--- config.mk ---
export PLATFORM = sky130hd
export DESIGN_NAME = ham_accum
export DESIGN_NICKNAME = d
export VERILOG_FILES = /design/src/rtl/ham_accum_pkg.sv /design/src/rtl/ham_accum_ham8.sv /design/src/rtl/ham_accum.sv
export SDC_FILE = /design/constraint.sdc
export NUM_CORES = 1
export LEC_CHECK = 0
export BUFFER_PORTS_ARGS = -buffer_cell sky130_fd_sc_hd__clkbuf_2
export CELL_PAD_IN_SITES_DETAIL_PLACEMENT = 0
export CELL_PAD_IN_SITES_GLOBAL_PLACEMENT = 1
export CORE_AREA = 8 8 83 92
export CTS_CLUSTER_SIZE = 12
export DETAILED_ROUTE_END_ITERATION = 6
export DIE_AREA = 0 0 91 100
export HOLD_SLACK_MARGIN = 0.05
export PLACE_DENSITY_LB_ADDON = 0.1
export SYNTH_ARGS = -nofsm -noshare
export SYNTH_HDL_FRONTEND = slang
export SYNTH_SLANG_ARGS = --single-unit
--- constraint.sdc ---
create_clock -name clk -period 4.9 [get_ports clk]
set_clock_uncertainty 0.1 [all_clocks]
set_input_delay 0.735 -clock clk [delete_from_list [all_inputs] [get_ports clk]]
set_output_delay 0.735 -clock clk [all_outputs]
set_load 0.02 [all_outputs]
--- src/rtl/ham_accum_pkg.sv ---
// Shared state encoding and slice constants for the multi-cycle Hamming-weight unit.
package ham_accum_pkg;

    localparam int unsigned SLICE_W = 8;
    localparam int unsigned POP_W   = 4;

    typedef enum logic [1:0] {
        IDLE = 2'd0,
        RUN  = 2'd1,
        DONE = 2'd2
    } state_t;

endpackage

--- src/rtl/ham_accum_ham8.sv ---
// HAM8: combinational population count of one 8-bit slice (weight 0..8).
module ham_accum_ham8
    import ham_accum_pkg::*;
(
    input  logic [SLICE_W-1:0] data,
    output logic [POP_W-1:0]   weight_c
);

    always_comb begin
        weight_c = '0;
        for (int i = 0; i < int'(SLICE_W); i++) begin
            weight_c = weight_c + POP_W'(data[i]);
        end
    end

endmodule

--- src/rtl/ham_accum.sv ---
// Multi-cycle Hamming-weight unit: one 8-bit slice per cycle, start/busy/done handshake.
module ham_accum
    import ham_accum_pkg::*;
#(
    parameter int unsigned WIDTH      = 32,
    parameter int unsigned CW         = 6,
    parameter bit          EARLY_EXIT = 1'b0
) (
    input  logic             clk,
    input  logic             rst_n,
    input  logic             start,
    input  logic [WIDTH-1:0] a,
    output logic             busy,
    output logic             done,
    output logic [CW-1:0]    count,
    output logic             parity
);

    localparam int unsigned NSLICE = WIDTH / SLICE_W;
    localparam int unsigned IW     = (NSLICE > 1) ? $clog2(NSLICE) : 1;

    state_t             state_q, state_d;
    logic [WIDTH-1:0]   shreg_q, shreg_d;
    logic [CW-1:0]      acc_q, acc_d;
    logic [IW-1:0]      idx_q, idx_d;
    logic [CW-1:0]      count_d;
    logic               parity_d;
    logic               busy_d;
    logic               done_d;
    logic [POP_W-1:0]   weight_c;
    logic [CW-1:0]      acc_sum_c;
    logic               last_c;

    ham_accum_ham8 u_ham8 (
        .data     (shreg_q[SLICE_W-1:0]),
        .weight_c (weight_c)
    );

    assign acc_sum_c = acc_q + CW'(weight_c);

    // Last slice: either the final index, or (early exit) nothing left above the current slice.
    assign last_c = (idx_q == IW'(NSLICE - 1)) ||
                    (EARLY_EXIT && (shreg_q[WIDTH-1:SLICE_W] == '0));

    always_ff @(posedge clk or negedge rst_n) begin
        if (!rst_n) begin
            state_q <= IDLE;
            shreg_q <= '0;
            acc_q   <= '0;
            idx_q   <= '0;
            count   <= '0;
            parity  <= 1'b0;
            busy    <= 1'b0;
            done    <= 1'b0;
        end else begin
            state_q <= state_d;
            shreg_q <= shreg_d;
            acc_q   <= acc_d;
            idx_q   <= idx_d;
            count   <= count_d;
            parity  <= parity_d;
            busy    <= busy_d;
            done    <= done_d;
        end
    end

    // Result is loaded on entry to DONE so count/parity are valid alongside the done pulse.
    always_comb begin
        state_d  = state_q;
        shreg_d  = shreg_q;
        acc_d    = acc_q;
        idx_d    = idx_q;
        count_d  = count;
        parity_d = parity;

        case (state_q)
            IDLE: begin
                if (start) begin
                    shreg_d = a;
                    acc_d   = '0;
                    idx_d   = '0;
                    state_d = RUN;
                end
            end
            RUN: begin
                acc_d   = acc_sum_c;
                shreg_d = shreg_q >> SLICE_W;
                idx_d   = idx_q + IW'(1);
                if (last_c) begin
                    state_d  = DONE;
                    count_d  = acc_sum_c;
                    parity_d = acc_sum_c[0];
                end
            end
            DONE: begin
                state_d = IDLE;
            end
            default: begin
                state_d = IDLE;
            end
        endcase

        busy_d = (state_d != IDLE);
        done_d = (state_d == DONE);
    end

endmodule

==> out/qor.txt <==
Slew @ Worst Pin: 0.6374 ns
die width: 91 µm
post-DR vias/cell: 4.695
simple-gate area share of the yosys netlist: 11.81%
Placed Instances: 359
WL final: 4961 µm
initial DRC count: 59
core area: 6081 µm²
Setup Buffers After CTS: 0
Power Density: 815.6 nW/µm²
RR Startpoint: shreg_q[1]
portion of netlist area occupied by mux cells: 9.449%
post-route ant nets: 0
compound-gate portion of the synthesized area: 13.04%
adder-cell share of the synthesized area: 7.874%
Clock Latency Late Sink: 0.30 ns
share of cells above drive strength 1: 19.51%
fin crit period: 3.909 ns
relative slew slack: 57.51%
Final Setup Violations: 0
setup_tns: 0 ns
LEAKAGE: 1.482 nW
Max stage delay on crit path: 0.50 ns
max-cap violations: 0
kind of critical path: reg2reg
critical path data required time: 4.97 ns
Port Buffer Count: 43
min-delay src: count[1]
DRC Markers: 0
dominant cell type by area after synthesis: dfrtp_1
syn_nets: 296
VDD IR-drop max: 413.9 µV
number of max-slew violations in the final report: 0
GPL Wtd Cong: 0.7631
CTS Buffer Depth: 2
Synth cell types: 30
Pre-antenna DRT Iters: 4
worst r2r path cells: 12
Hold Path Stages: 2
cts hold-fix bufs: 0
Synth top area share: 49.21%
pin count of the biggest net entering global routing: 59
H-tree depth: 2
hold path endpoint: count[1]
DR WL/cell: 13.52 µm
cells after synthesis: 248
CTS tree: yes
die area: 9100 µm²
CP Max Fanout: 3
# IOs: 44
vias: 1723
initial antenna violation count: 0
CP Capture Type: flip-flop
critical path's slowest cell: fa_1
Die H: 100 µm
Initial Util: 41.81%
hold slack: 0.3810 ns
Fin. Hold Viols: 0
status: finished clean
Post-synth EDFFs: 0
Ys Warns: 0
Netlist Area Pre-Place: 2542 µm²
WP buf/inv: 2
Remaining Overflow, GRT: 0
main combinational cell family by area after synthesis: compound AO/OA/AOI/OAI gates
reg2reg setup slack: 0.99 ns
Top delay family on crit path: adder cells
top cells by area, synth: dfrtp_1 (49%), mux2i_1 (9.4%), nand2_1 (6.9%)
Reg clk slew, reported paths: 0.08 ns
Diodes inserted: 0
Clock Sinks: 50
mean post-synth cell area: 10.25 µm²
CP most frequent cell: fa_1
CP Launch Point: shreg_q[1]
Area growth, synth to finish: 12.65%
number of global-route vias before repair: 1836
Rows: 30
xor/xnor share of the synthesized area: 1.722%
Synth Register Bits: 50
fin cells: 367
first-pass GRT wire length: 8825 µm
GRT Total Usage: 11.92%
Worst Path Arrival: 3.98 ns
ratio of final minimum period to clock period: 79.78%
f_max: 255.8 MHz
Setup crit start kind: flip-flop
DP Area: 2758 µm²
hpwl dp: 3513 µm
FFs w/ async S/R, synth: 100.0%
CTS resizes: 0
Final #Nets: 334
filler instances: 607
worst reg2reg path endpoint: count[5]
cells along the critical path: ha_1 > inv_1 > fa_1 > fa_1 > fa_1 > fa_1 > inv_1 > ha_1 > a211o_1 > a22oi_1 > xor2_1 > o21ai_1
CTS Buf Count: 5
sequential fraction of the synthesis area: 49.21%
Clock Tree Root: clkbuf_8
RSZ-0062 raised after global routing: false
post-route cell area: 2864 µm²
Tightest Hold Check Type: reg2reg
top_reg_cell synth: dfrtp_1
-- kinds of logic (layout without fill, tap and decap cells) --
kind of cell               Yosys count  after routing
buffers and inverters               30             69
AOI/OAI and AO/OA                   60             60
adders and majority gates           13             13
DFF                                 50             50
and+or+nand+nor                     66             66
xor gates and xnor gates             5              5
muxes                               24             24
-- cell usage in the layout (no fill, tap or decap), types with 3 or more instances in the layout --
cell type	n
inv_2	3
mux2i_1	24
o21ai_0	6
a22o_1	3
o21ai_1	35
nor2b_1	5
dfrtp_1	50
and2b_1	6
ha_1	8
fa_1	5
xnor2_1	3
nand2_1	47
clkbuf_2	43
inv_1	13
a21oi_1	10
clkbuf_8	5
-- per-stage QoR --
stage	util (%)	total power, W	setup slack, ns
floorplan	-	0.001830	1.170
global placement	45.35	0.002082	1.025
detailed placement	45.35	0.002097	0.9663
CTS	47.10	0.002390	0.9542
global route	47.10	0.002601	0.7757
finish	47.10	0.002336	0.9906
-- cell type report --
cell class / instances / area, µm² / area share [%]
well taps: 80 / 100.1 / 3.495
clock inverters: 1 / 30.03 / 1.048
repair buffers: 45 / 230.2 / 8.038
flip-flops and latches: 50 / 1251 / 43.69
multi-input cells: 168 / 1116 / 38.97
clock buffers: 7 / 76.32 / 2.665
inverters: 16 / 60.06 / 2.097
-- synth_stat cells, types with 2 or more instances --
master and count:
dfrtp_1 50, nand2_1 47, o21ai_1 35, mux2i_1 24, inv_1 13, a21oi_1 10
ha_1 8, and2b_1 6, buf_6 6, o21ai_0 6, buf_2 5, fa_1 5
nor2b_1 5, a22o_1 3, buf_4 3, inv_2 3, xnor2_1 3, nand3_1 2
or3_1 2, xor2_1 2
-- power by group --
part / internal, W / total, W / leakage [nW] / switching, W
Sequential: 0.000592 / 0.000706 / 0.640 / 0.000114
Combinational: 0.000599 / 0.00135 / 0.789 / 0.000746
Clock: 0.000153 / 0.000285 / 0.0524 / 0.000132
-- worst register-to-register path: stages (launching register included) --
cell	delay (ns)
dfrtp_1	0.39
ha_1	0.27
inv_1	0.04
fa_1	0.49
fa_1	0.42
fa_1	0.41
fa_1	0.50
inv_1	0.07
ha_1	0.27
a211o_1	0.31
a22oi_1	0.26
xor2_1	0.20
o21ai_1	0.07
-- worst max path at each step --
stage | cells past startpoint | slack (ns) | endpoint
2_1_floorplan | 12 | 1.17 | count[5]
3_3_place_gp | 12 | 1.02 | count[5]
3_5_place_dp | 12 | 0.97 | count[5]
4_1_cts | 12 | 0.95 | count[5]
5_1_grt | 12 | 0.78 | count[5]
6_report | 12 | 0.99 | count[5]
-- state kept, by name (all words and copies together), names as in the netlist --
register / count
done: 1
acc_q: 6
shreg_q: 32
count: 6
state_q: 2
idx_q: 2
busy: 1
-- routing by layer --
metal / wire [µm] / up-vias / track usage, %
li1: - / 898 / -
met1: 2435 / 789 / 15.04
met5: 0 / - / 0
met4: 78 / 0 / 4.161
met2: 2249 / 28 / 18.83
met3: 197 / 8 / 3.659
No activity file was read; power rests on OpenSTA's default activity.
